`config.mk`:
```
export PLATFORM = sky130hd
export DESIGN_NAME = alu_issue_stage_flat
export DESIGN_NICKNAME = d
export VERILOG_FILES = /design/src/rtl/alu_issue_pkg.sv /design/src/rtl/alu_issue_if.sv /design/src/rtl/alu_issue_stage_skid_buffer2.sv /design/src/rtl/alu_issue_stage.sv /design/src/flat_wrapper.sv
export SDC_FILE = /design/constraint.sdc
export NUM_CORES = 1
export LEC_CHECK = 0
export ABC_CLOCK_PERIOD_IN_PS = 14000
export CAP_MARGIN = 20
export CELL_PAD_IN_SITES_DETAIL_PLACEMENT = 1
export CELL_PAD_IN_SITES_GLOBAL_PLACEMENT = 1
export CORE_MARGIN = 3
export CORE_UTILIZATION = 39
export DETAILED_ROUTE_END_ITERATION = 6
export PLACE_DENSITY = 0.87
export SYNTH_ARGS = -nofsm -noshare
export SYNTH_HDL_FRONTEND = slang
export SYNTH_SLANG_ARGS = --single-unit
```
`constraint.sdc`:
```
create_clock -name clock -period 14 [get_ports clock]
set_input_delay 1.4 -clock clock [delete_from_list [all_inputs] [get_ports clock]]
set_output_delay 1.4 -clock clock [all_outputs]
set_load 0.03 [all_outputs]
```
`src/rtl/alu_issue_pkg.sv`:
```
// Shared RV64I issue-stage constants: opcodes, ALU function groups and the registered command layout.
// The ALU and alu32 use the same funct constants.
package alu_issue_pkg;

    localparam int XLEN   = 64;
    localparam int ADDR_W = 64;

    localparam logic [6:0] OPCODE_OP        = 7'b0110011;
    localparam logic [6:0] OPCODE_OP_32     = 7'b0111011;
    localparam logic [6:0] OPCODE_OP_IMM    = 7'b0010011;
    localparam logic [6:0] OPCODE_OP_IMM_32 = 7'b0011011;
    localparam logic [6:0] OPCODE_LUI       = 7'b0110111;
    localparam logic [6:0] OPCODE_AUIPC     = 7'b0010111;

    localparam logic [2:0] ALU_ADD_SUB = 3'b000;
    localparam logic [2:0] ALU_SLL     = 3'b001;
    localparam logic [2:0] ALU_SLT     = 3'b010;
    localparam logic [2:0] ALU_SLTU    = 3'b011;
    localparam logic [2:0] ALU_XOR     = 3'b100;
    localparam logic [2:0] ALU_SHIFTR  = 3'b101;
    localparam logic [2:0] ALU_OR      = 3'b110;
    localparam logic [2:0] ALU_AND     = 3'b111;

    typedef struct packed {
        logic [3:0]      funct;
        logic [XLEN-1:0] operand_a;
        logic [XLEN-1:0] operand_b;
        logic            is_word_op;
        logic [4:0]      rd;
        logic            illegal;
    } alu_cmd_t;

    localparam int CMD_W = $bits(alu_cmd_t);

    function automatic logic [XLEN-1:0] sext12(input logic [11:0] imm);
        return {{(XLEN-12){imm[11]}}, imm};
    endfunction

endpackage

```
`src/rtl/alu_issue_if.sv`:
```
// Issue-stage bus: instruction/operand request from register read and the ALU command toward EX.
// master is the issue stage's view, slave is the surrounding pipeline's view.
interface alu_issue_if;

    logic                             in_valid;
    logic                             in_ready;
    logic [31:0]                      instruction;
    logic [alu_issue_pkg::ADDR_W-1:0] pc;
    logic [alu_issue_pkg::XLEN-1:0]   rs1_data;
    logic [alu_issue_pkg::XLEN-1:0]   rs2_data;
    logic                             out_valid;
    logic                             out_ready;
    logic [3:0]                       alu_funct;
    logic [alu_issue_pkg::XLEN-1:0]   operand_a;
    logic [alu_issue_pkg::XLEN-1:0]   operand_b;
    logic                             is_word_op;
    logic [4:0]                       rd;
    logic                             illegal;

    modport master (
        input  in_valid, instruction, pc, rs1_data, rs2_data, out_ready,
        output in_ready, out_valid, alu_funct, operand_a, operand_b, is_word_op, rd, illegal
    );

    modport slave (
        output in_valid, instruction, pc, rs1_data, rs2_data, out_ready,
        input  in_ready, out_valid, alu_funct, operand_a, operand_b, is_word_op, rd, illegal
    );

endinterface

```
`src/rtl/alu_issue_stage_skid_buffer2.sv`:
```
// Two-entry skid buffer: main entry drives the outputs, skid entry absorbs the one command that
// arrives while the consumer stalls, so in_ready can be a register without losing throughput.
module skid_buffer2 #(
    parameter int WIDTH = 8
) (
    input  logic             clock,
    input  logic             reset,
    input  logic             flush,
    input  logic             in_valid,
    output logic             in_ready,
    input  logic [WIDTH-1:0] in_data,
    output logic             out_valid,
    input  logic             out_ready,
    output logic [WIDTH-1:0] out_data
);

    typedef enum logic [1:0] {EMPTY, ONE, TWO} skid_state_t;

    skid_state_t      state;
    logic [WIDTH-1:0] skid_data;
    logic             accept;
    logic             pop;

    assign accept = in_valid & in_ready;
    assign pop    = out_valid & out_ready;

    // Flush keeps the stale payload but it is never presented because out_valid drops.
    always_ff @(posedge clock or posedge reset) begin
        if (reset) begin
            state     <= EMPTY;
            in_ready  <= 1'b1;
            out_valid <= 1'b0;
            out_data  <= '0;
            skid_data <= '0;
        end else if (flush) begin
            state     <= EMPTY;
            in_ready  <= 1'b1;
            out_valid <= 1'b0;
        end else begin
            case (state)
                EMPTY: begin
                    if (accept) begin
                        out_data  <= in_data;
                        out_valid <= 1'b1;
                        state     <= ONE;
                    end
                end
                ONE: begin
                    if (accept && pop) begin
                        out_data <= in_data;
                    end else if (accept) begin
                        skid_data <= in_data;
                        in_ready  <= 1'b0;
                        state     <= TWO;
                    end else if (pop) begin
                        out_valid <= 1'b0;
                        state     <= EMPTY;
                    end
                end
                TWO: begin
                    if (pop) begin
                        out_data <= skid_data;
                        in_ready <= 1'b1;
                        state    <= ONE;
                    end
                end
                default: begin
                    state     <= EMPTY;
                    in_ready  <= 1'b1;
                    out_valid <= 1'b0;
                end
            endcase
        end
    end

endmodule

```
`src/rtl/alu_issue_stage.sv`:
```
// RV64I integer issue stage: decodes an instruction into an ALU command (funct, operands,
// word-op flag, rd, illegal) and hands it to the ALU through a two-entry skid buffer.
module alu_issue_stage
    import alu_issue_pkg::*;
(
    input logic         clock,
    input logic         reset,
    input logic         flush,
    alu_issue_if.master bus
);

    alu_cmd_t   dec;
    alu_cmd_t   cmd;
    logic       legal;
    logic [6:0] opcode;
    logic [2:0] funct3;
    logic [6:0] funct7;
    logic       is_shift;

    assign opcode   = bus.instruction[6:0];
    assign funct3   = bus.instruction[14:12];
    assign funct7   = bus.instruction[31:25];
    assign is_shift = (funct3 == ALU_SLL) || (funct3 == ALU_SHIFTR);

    // Anything not explicitly legal collapses to an ADD of zeros so the ALU never sees garbage.
    always_comb begin
        dec   = '0;
        legal = 1'b0;
        case (opcode)
            OPCODE_OP, OPCODE_OP_32: begin
                legal = (funct7 == 7'b0000000) ||
                        (funct7 == 7'b0100000 && (funct3 == ALU_ADD_SUB || funct3 == ALU_SHIFTR));
                if (opcode == OPCODE_OP_32 && !(funct3 == ALU_ADD_SUB || is_shift)) begin
                    legal = 1'b0;
                end
                dec.funct      = {bus.instruction[30], funct3};
                dec.operand_a  = bus.rs1_data;
                dec.operand_b  = bus.rs2_data;
                dec.is_word_op = (opcode == OPCODE_OP_32);
            end
            OPCODE_OP_IMM, OPCODE_OP_IMM_32: begin
                legal          = 1'b1;
                dec.is_word_op = (opcode == OPCODE_OP_IMM_32);
                dec.funct      = {1'b0, funct3};
                dec.operand_a  = bus.rs1_data;
                dec.operand_b  = sext12(bus.instruction[31:20]);
                if (dec.is_word_op && !(funct3 == ALU_ADD_SUB || is_shift)) begin
                    legal = 1'b0;
                end
                if (is_shift) begin
                    legal = legal && (bus.instruction[31:26] == 6'b000000 ||
                                      bus.instruction[31:26] == 6'b010000);
                    if (funct3 == ALU_SHIFTR) begin
                        dec.funct[3] = bus.instruction[30];
                    end
                    if (dec.is_word_op) begin
                        legal         = legal && !bus.instruction[25];
                        dec.operand_b = {{(XLEN-5){1'b0}}, bus.instruction[24:20]};
                    end else begin
                        dec.operand_b = {{(XLEN-6){1'b0}}, bus.instruction[25:20]};
                    end
                end
            end
            OPCODE_LUI, OPCODE_AUIPC: begin
                legal         = 1'b1;
                dec.funct     = {1'b0, ALU_ADD_SUB};
                dec.operand_a = (opcode == OPCODE_AUIPC) ? bus.pc : '0;
                dec.operand_b = {{(XLEN-32){bus.instruction[31]}}, bus.instruction[31:12], 12'b0};
            end
            default: legal = 1'b0;
        endcase
        if (!legal) begin
            dec.funct      = {1'b0, ALU_ADD_SUB};
            dec.operand_a  = '0;
            dec.operand_b  = '0;
            dec.is_word_op = 1'b0;
        end
        dec.rd      = bus.instruction[11:7];
        dec.illegal = !legal;
    end

    skid_buffer2 #(
        .WIDTH (CMD_W)
    ) u_skid (
        .clock     (clock),
        .reset     (reset),
        .flush     (flush),
        .in_valid  (bus.in_valid),
        .in_ready  (bus.in_ready),
        .in_data   (dec),
        .out_valid (bus.out_valid),
        .out_ready (bus.out_ready),
        .out_data  (cmd)
    );

    assign bus.alu_funct  = cmd.funct;
    assign bus.operand_a  = cmd.operand_a;
    assign bus.operand_b  = cmd.operand_b;
    assign bus.is_word_op = cmd.is_word_op;
    assign bus.rd         = cmd.rd;
    assign bus.illegal    = cmd.illegal;

endmodule

```
`src/flat_wrapper.sv`:
```
// flat-port wrapper written by rule: the top's interface ports become plain ports
module alu_issue_stage_flat import alu_issue_pkg::*;
  (clock, reset, flush, bus_in_valid, bus_instruction, bus_pc, bus_rs1_data, bus_rs2_data, bus_out_ready, bus_in_ready, bus_out_valid, bus_alu_funct, bus_operand_a, bus_operand_b, bus_is_word_op, bus_rd, bus_illegal);
  alu_issue_if bus_i ();
  input logic clock;
  input logic reset;
  input logic flush;
  input wire logic [$bits(bus_i.in_valid)-1:0] bus_in_valid;
  input wire logic [$bits(bus_i.instruction)-1:0] bus_instruction;
  input wire logic [$bits(bus_i.pc)-1:0] bus_pc;
  input wire logic [$bits(bus_i.rs1_data)-1:0] bus_rs1_data;
  input wire logic [$bits(bus_i.rs2_data)-1:0] bus_rs2_data;
  input wire logic [$bits(bus_i.out_ready)-1:0] bus_out_ready;
  output wire logic [$bits(bus_i.in_ready)-1:0] bus_in_ready;
  output wire logic [$bits(bus_i.out_valid)-1:0] bus_out_valid;
  output wire logic [$bits(bus_i.alu_funct)-1:0] bus_alu_funct;
  output wire logic [$bits(bus_i.operand_a)-1:0] bus_operand_a;
  output wire logic [$bits(bus_i.operand_b)-1:0] bus_operand_b;
  output wire logic [$bits(bus_i.is_word_op)-1:0] bus_is_word_op;
  output wire logic [$bits(bus_i.rd)-1:0] bus_rd;
  output wire logic [$bits(bus_i.illegal)-1:0] bus_illegal;
  assign bus_i.in_valid = bus_in_valid;
  assign bus_i.instruction = bus_instruction;
  assign bus_i.pc = bus_pc;
  assign bus_i.rs1_data = bus_rs1_data;
  assign bus_i.rs2_data = bus_rs2_data;
  assign bus_i.out_ready = bus_out_ready;
  assign bus_in_ready = bus_i.in_ready;
  assign bus_out_valid = bus_i.out_valid;
  assign bus_alu_funct = bus_i.alu_funct;
  assign bus_operand_a = bus_i.operand_a;
  assign bus_operand_b = bus_i.operand_b;
  assign bus_is_word_op = bus_i.is_word_op;
  assign bus_rd = bus_i.rd;
  assign bus_illegal = bus_i.illegal;
  alu_issue_stage u_core (.clock(clock), .reset(reset), .flush(flush), .bus(bus_i));
endmodule
```
==> results of run 1 <==
==> layer usage <==
metal	vias to the layer above	track usage
met5	-	0
met1	6267	0.312
met3	80	0.0405
met4	0	0.0756
met2	373	0.428
li1	5768	-
==> worst paths after layout <==
kind                                                     startpoint                                       end  slack, ps  depth (start not counted)
max                                              bus_instruction[5]    u_core.u_skid.out_data[96]$_DFFE_PP0P_       9190                          9
min                        u_core.u_skid.skid_data[114]$_DFFE_PP0P_  u_core.u_skid.skid_data[114]$_DFFE_PP0P_        480                          2
max reg2reg                      u_core.u_skid.state[0]$_DFFE_PP0P_    u_core.u_skid.out_data[49]$_DFFE_PP0P_      10200                          7
min reg2reg                u_core.u_skid.skid_data[114]$_DFFE_PP0P_  u_core.u_skid.skid_data[114]$_DFFE_PP0P_        480                          2
max in group asynchronous                                     reset     u_core.u_skid.out_data[8]$_DFFE_PP0P_      11160                          3
min in group asynchronous                                     reset    u_core.u_skid.out_data[95]$_DFFE_PP0P_       1400                          2
==> cell type report <==
cell class / instances / share of cell area
clock buffers: 45 / 0.0501
clock inverters: 13 / 0.0135
inverters: 2 / 0.000820
multi-input cells: 1022 / 0.310
flip-flops and latches: 282 / 0.385
well taps: 448 / 0.0306
repair buffers: 387 / 0.210
==> where the power goes <==
group | internal (mW) | switching, mW | total [mW]
sequential | 0.975 | 0.104 | 1.08
clock | 0.582 | 0.340 | 0.922
combinational | 0.418 | 0.628 | 1.05
total | 1.97 | 1.07 | 3.05
==> cell families (layout without fill, tap and decap cells) <==
group / after synthesis / in the layout / synth area share
AND/OR/NAND/NOR: 452 / 452 / 0.151
flip-flops: 282 / 282 / 0.529
multiplexers: 12 / 12 / 0.0101
AO/OA/AOI/OAI: 558 / 558 / 0.258
buffers and inverters: 152 / 447 / 0.0508
==> cell usage in the layout (no fill, tap or decap), types with 10 or more instances in the layout <==
master / count
clkdlybuf4s50_1: 369
dfrtp_1: 281
a21oi_1: 238
nand2_1: 200
nor2_1: 127
o31ai_1: 109
a22oi_1: 75
or3_1: 75
o21ai_0: 53
o22ai_1: 34
clkbuf_16: 31
nand3_1: 19
buf_4: 17
o211ai_1: 15
a22o_1: 14
mux2_2: 12
nand3b_1: 10
==> through the flow <==
step	util	setup WS [ps]	instance area, um^2	total power, mW	cells
2_1_floorplan	-	4820	13300	1.63	1456
3_3_place_gp	0.510	8830	17100	2.11	2141
3_5_place_dp	0.510	8700	17100	2.14	2141
4_1_cts	0.545	9290	18300	3.07	2199
5_1_grt	0.545	8980	18300	3.18	2199
6_report	0.545	9190	18300	3.05	2199
==> state kept, by name (all words and copies together), names as in the netlist <==
register,count
u_core.u_skid.in_ready,1
u_core.u_skid.out_valid,1
u_core.u_skid.skid_data,139
u_core.u_skid.out_data,139
u_core.u_skid.state,2
==> worst reg2reg max path, delay by kind of cell, from the launching register on <==
| kind | cells | cell delay [ps] |
|---|---|---|
| compound gates | 3 | 780 |
| buf+inv | 2 | 1570 |
| flops | 1 | 510 |
| simple gates | 2 | 850 |
==> results.md, run 1 <==
- Max incr delay on CP: 890 ps
- H-tree level count: 1
- Top Metal Used: met4
- FP Rows: 67
- Core area: 33,600 um^2
- Routed Antenna Nets: 0
- EDFF count, synth: 0
- DIE AREA: 36,500 um^2
- RSZ-0062 raised after global routing: false
- Root buf cell: clkbuf_16
- Postcts setup bufs: 0
- Crit-path cells: clkdlybuf4s50_1 -> buf_4 -> and4b_1 -> o31ai_1 -> a31oi_4 -> buf_4 -> buf_4 -> or3_1 -> a21oi_1
- Initial antenna violation count: 0
- Avg Inst Size Synth: 9.16 um^2
- Multi-input logic area: 5670 um^2
- YS warnings: 0
- Via density: 5.68
- Area growth syn-to-layout: 37.3%
- CTS clk-pin slew, worst paths: 60 ps
- Grt ovf: 0
- Max Cap Viol: 0
- Fill count: 3,702
- Seq. cell area: 7060 um^2
- CP Buf/Inv Count: 4
- Startpoint types: primary input
- Syn Inst Count: 1,456
- Met3 Wirelength: 2670 um
- Flops & latches, synth: 282
- CP endpoint kind: flip-flop
- Final min period: 4810 ps
- Mapped cell area: 13,300 um^2
- Status: completed
- Clk sinks: 282
- Worst path required time: 14,430 ps
- Clk_lat worst skew: 550 ps
- Yosys top cell by area: dfrtp_1
- WS Path Type: primary input to flip-flop
- # hold bufs at CTS: 0
- Largest net degree at the start of global routing: 164
- P_leak: 7.21 nW
- Via count: 12,488
- Final Skew: 10.3 ps
- Final Slew Violations: 0
- Starting Density: 0.397
- PortBufs: 369
- Remaining DRCs: 0
- CP Data Arrival Time: 5240 ps
- Final Hold Fails: 0
- Worst-margin pin slew: 1050 ps
- Post-CTS Resized: 0
- Final hold slack: 479 ps
- M1 wire length: 18,900 um
- Vias in the first global route: 13,340
- Fmax achieved: 208 MHz
- Gpl congestion: 0.801
- Max_slew headroom: 0.301
- Final TNS setup: 0 ps
- Delay-heaviest family, CP: buffers and inverters
- Die Width: 191 um
- Slowest cell on the critical path: buf_4
- Synth top area cells: dfrtp_1, a21oi_1, o31ai_1
- GRT Util Overall: 0.245
- Hold crit path type: flip-flop to flip-flop
- Initial drt markers: 1,007
- Routed wl met2: 23,200 um
- Clock buffer depth: 3
- Ys flop type: dfrtp_1
- Most used cell, CP: buf_4
- Final setup vio count: 0
- Worst-path fanout max: 96
- TritonCTS clock tree: built
- Layout cells sized above 1: 0.0560
- Synth unique cells: 42
- DPL Wire Length: 29,700 um
- VDD IR max: 0.0000939 V
- First-pass GRT wire length: 72,700 um
- Post-DR wirelength/cell: 21.1 um
- IO Count: 370
- Commonest cells in the netlist: dfrtp_1, a21oi_1, nand2_1
- # diodes: 0
- Pre-antenna DRT Iters: 5
- Final wirelength: 46,300 um
- Fin nets: 1,955
- P per Cell Area: 166 nW/um^2
- Number of buffers created by CTS: 31
- Crit share post-route: 0.344
- Register area share after synthesis: 0.529
- Area share of the largest cell type after synthesis: 0.527
- Synth Net Count: 1,685
- Async SR Flop Fraction: 1.00
- Count leader, synth: dfrtp_1
- Die extent in y: 191 um
(Power assumes the default switching activity.)
==> run 2: changes to the inputs <==
--- a/config.mk
+++ b/config.mk
@@ -5,14 +5,14 @@
 export SDC_FILE = /design/constraint.sdc
 export NUM_CORES = 1
 export LEC_CHECK = 0
-export ABC_CLOCK_PERIOD_IN_PS = 14000
+export ABC_CLOCK_PERIOD_IN_PS = 4350
 export CAP_MARGIN = 20
 export CELL_PAD_IN_SITES_DETAIL_PLACEMENT = 1
 export CELL_PAD_IN_SITES_GLOBAL_PLACEMENT = 1
 export CORE_MARGIN = 3
-export CORE_UTILIZATION = 39
+export CORE_UTILIZATION = 33
 export DETAILED_ROUTE_END_ITERATION = 6
-export PLACE_DENSITY = 0.87
+export PLACE_DENSITY = 0.79
 export SYNTH_ARGS = -nofsm -noshare
 export SYNTH_HDL_FRONTEND = slang
 export SYNTH_SLANG_ARGS = --single-unit
==> constraint.sdc (replaced) <==
create_clock -name clock -period 4.35 [get_ports clock]
set_input_delay 0.435 -clock clock [delete_from_list [all_inputs] [get_ports clock]]
set_output_delay 0.435 -clock clock [all_outputs]
set_load 0.03 [all_outputs]
==> run 2 against run 1 <==
Net effect:
- wire length up 3.1%
- sequential power rose to 3.2 times the previous value
- die area up 18%
- clock power rose to 3.1 times the previous value
- combinational power rose to 3.2 times the previous value
- critical path depth down 2
- largest cell class unchanged
==> results.md, run 2 (synthesis results as in run 1) <==
- Remaining DRCs: 0
- Most used cell, CP: o21ai_0
- VDD IR max: 0.000287 V
- Largest registers: u_core.u_skid.out_data: 139 flops, u_core.u_skid.skid_data: 139 flops, u_core.u_skid.state: 2 flops
- H-tree level count: 2
- Fin nets: 1,971
- Flop-to-flop setup slack: 1660 ps
- P_leak: 7.28 nW
- Final min period: 2770 ps
- Slowest cell on the critical path: and3_1
- Core area: 39,800 um^2
- Layout cells sized above 1: 0.0612
- Grt ovf: 0
- Root buf cell: clkbuf_16
- Via count: 12,481
- Final wirelength: 47,700 um
- Final Hold Fails: 0
- Initial antenna violation count: 2
- Clk_lat worst skew: 530 ps
- Worst-margin pin slew: 1060 ps
- CTS clk-pin slew, worst paths: 60 ps
- Startpoint types: primary input
- Status: completed
- Pre-antenna DRT Iters: 5
- IO Count: 370
- TritonCTS clock tree: built
- DIE AREA: 42,900 um^2
- Post-CTS Resized: 0
- WS Path Type: primary input to flip-flop
- Hold crit path type: primary input to async pin
- Met3 Wirelength: 2360 um
- Fmax achieved: 361 MHz
- # hold bufs at CTS: 0
- RSZ-0062 raised after global routing: false
- Gpl congestion: 0.800
- PortBufs: 369
- CP Data Arrival Time: 3190 ps
- Vias in the first global route: 13,305
- P per Cell Area: 522 nW/um^2
- Postcts setup bufs: 0
- Fill count: 4,501
- Die extent in y: 207 um
- Crit share post-route: 0.637
- Clk sinks: 282
- GRT Util Overall: 0.214
- Post-DR wirelength/cell: 20.8 um
- Largest net degree at the start of global routing: 147
- Worst path required time: 4770 ps
- CP endpoint kind: flip-flop
- Max incr delay on CP: 900 ps
- Delay-heaviest family, CP: simple AND/OR/NAND/NOR gates
- Crit-path cells: clkdlybuf4s50_1 -> buf_4 -> and4b_1 -> o31ai_1 -> and3_1 -> o21ai_0 -> o21ai_0
- Top Metal Used: met5
- Final Skew: 17.3 ps
- Number of buffers created by CTS: 35
- M1 wire length: 20,100 um
- Starting Density: 0.335
- DPL Wire Length: 31,100 um
- Clock buffer depth: 3
- Commonest non-fill, non-tap cell in the layout: clkdlybuf4s50_1
- Max_slew headroom: 0.292
- Worst-path fanout max: 24
- CP Buf/Inv Count: 2
- FP Rows: 73
- Final setup vio count: 0
- Area growth syn-to-layout: 39.1%
- Routed Antenna Nets: 0
- Final TNS setup: 0 ps
- First-pass GRT wire length: 75,900 um
- Die Width: 207 um
- Final Slew Violations: 0
- Initial drt markers: 639
- Post-Route Utilization: 0.466
- Via density: 5.45
- Leading cell types in the layout, fill and taps excluded: clkdlybuf4s50_1, dfrtp_1, a21oi_1
- Routed wl met2: 24,000 um
- Max Cap Viol: 0
## run 2: layout make-up
| class | instances | area [um^2] | area share |
|---|---|---|---|
| Inverter | 2 | 11.3 | 0.000607 |
| Sequential cell | 282 | 7060 | 0.381 |
| Tap cell | 525 | 657 | 0.0354 |
| Multi-Input combinational cell | 1022 | 5670 | 0.306 |
| Clock inverter | 10 | 115 | 0.00621 |
| Timing Repair Buffer | 399 | 4030 | 0.218 |
| Antenna cell | 1 | 2.50 | 0.000135 |
| Clock buffer | 51 | 996 | 0.0537 |
## run 2: final timing paths
check | start | end | depth (start not counted)
max in group asynchronous | reset | u_core.u_skid.in_ready$_DFFE_PP1P_ | 4
setup / recovery | bus_instruction[5] | u_core.u_skid.skid_data[21]$_DFFE_PP0P_ | 7
hold / removal | reset | u_core.u_skid.out_data[99]$_DFFE_PP0P_ | 2
setup reg to reg | u_core.u_skid.state[0]$_DFFE_PP0P_ | u_core.u_skid.out_data[69]$_DFFE_PP0P_ | 6
min in group clock | u_core.u_skid.skid_data[117]$_DFFE_PP0P_ | u_core.u_skid.skid_data[117]$_DFFE_PP0P_ | 2
hold reg to reg | u_core.u_skid.skid_data[117]$_DFFE_PP0P_ | u_core.u_skid.skid_data[117]$_DFFE_PP0P_ | 2
## run 2: routing by layer
metal	track usage	vias to the layer above
met2	0.369	315
met1	0.275	6278
li1	-	5815
met5	0	-
met4	0.0616	2
met3	0.0412	71
## run 2: where the power goes
part           leakage, nW  internal (mW)  total, mW  switching, mW
registers             3.66           3.14       3.48          0.339
logic                 3.07           1.36       3.36           2.00
clock network        0.548           1.71       2.84           1.13
## run 2: worst register-to-register path, cell delays in order (launching register included)
cell and delay [ps]:
dfrtp_1 550, nor2_1 100, a32oi_1 420, a21o_4 470, or3_1 700, buf_16 240
o22ai_1 100
## run 2: metrics by stage
stage | area [um^2] | setup WS [ps] | hold WS (ps) | total power, mW | cells
after floorplan | 13300 | 181 | 448 | 5.23 | 1456
after global placement | 17400 | 981 | 459 | 6.82 | 2228
after detailed placement | 17400 | 1110 | 466 | 6.90 | 2229
after CTS | 18500 | 1550 | 479 | 9.80 | 2290
after global routing | 18500 | 1330 | 363 | 10.1 | 2292
final | 18500 | 1580 | 340 | 9.68 | 2292
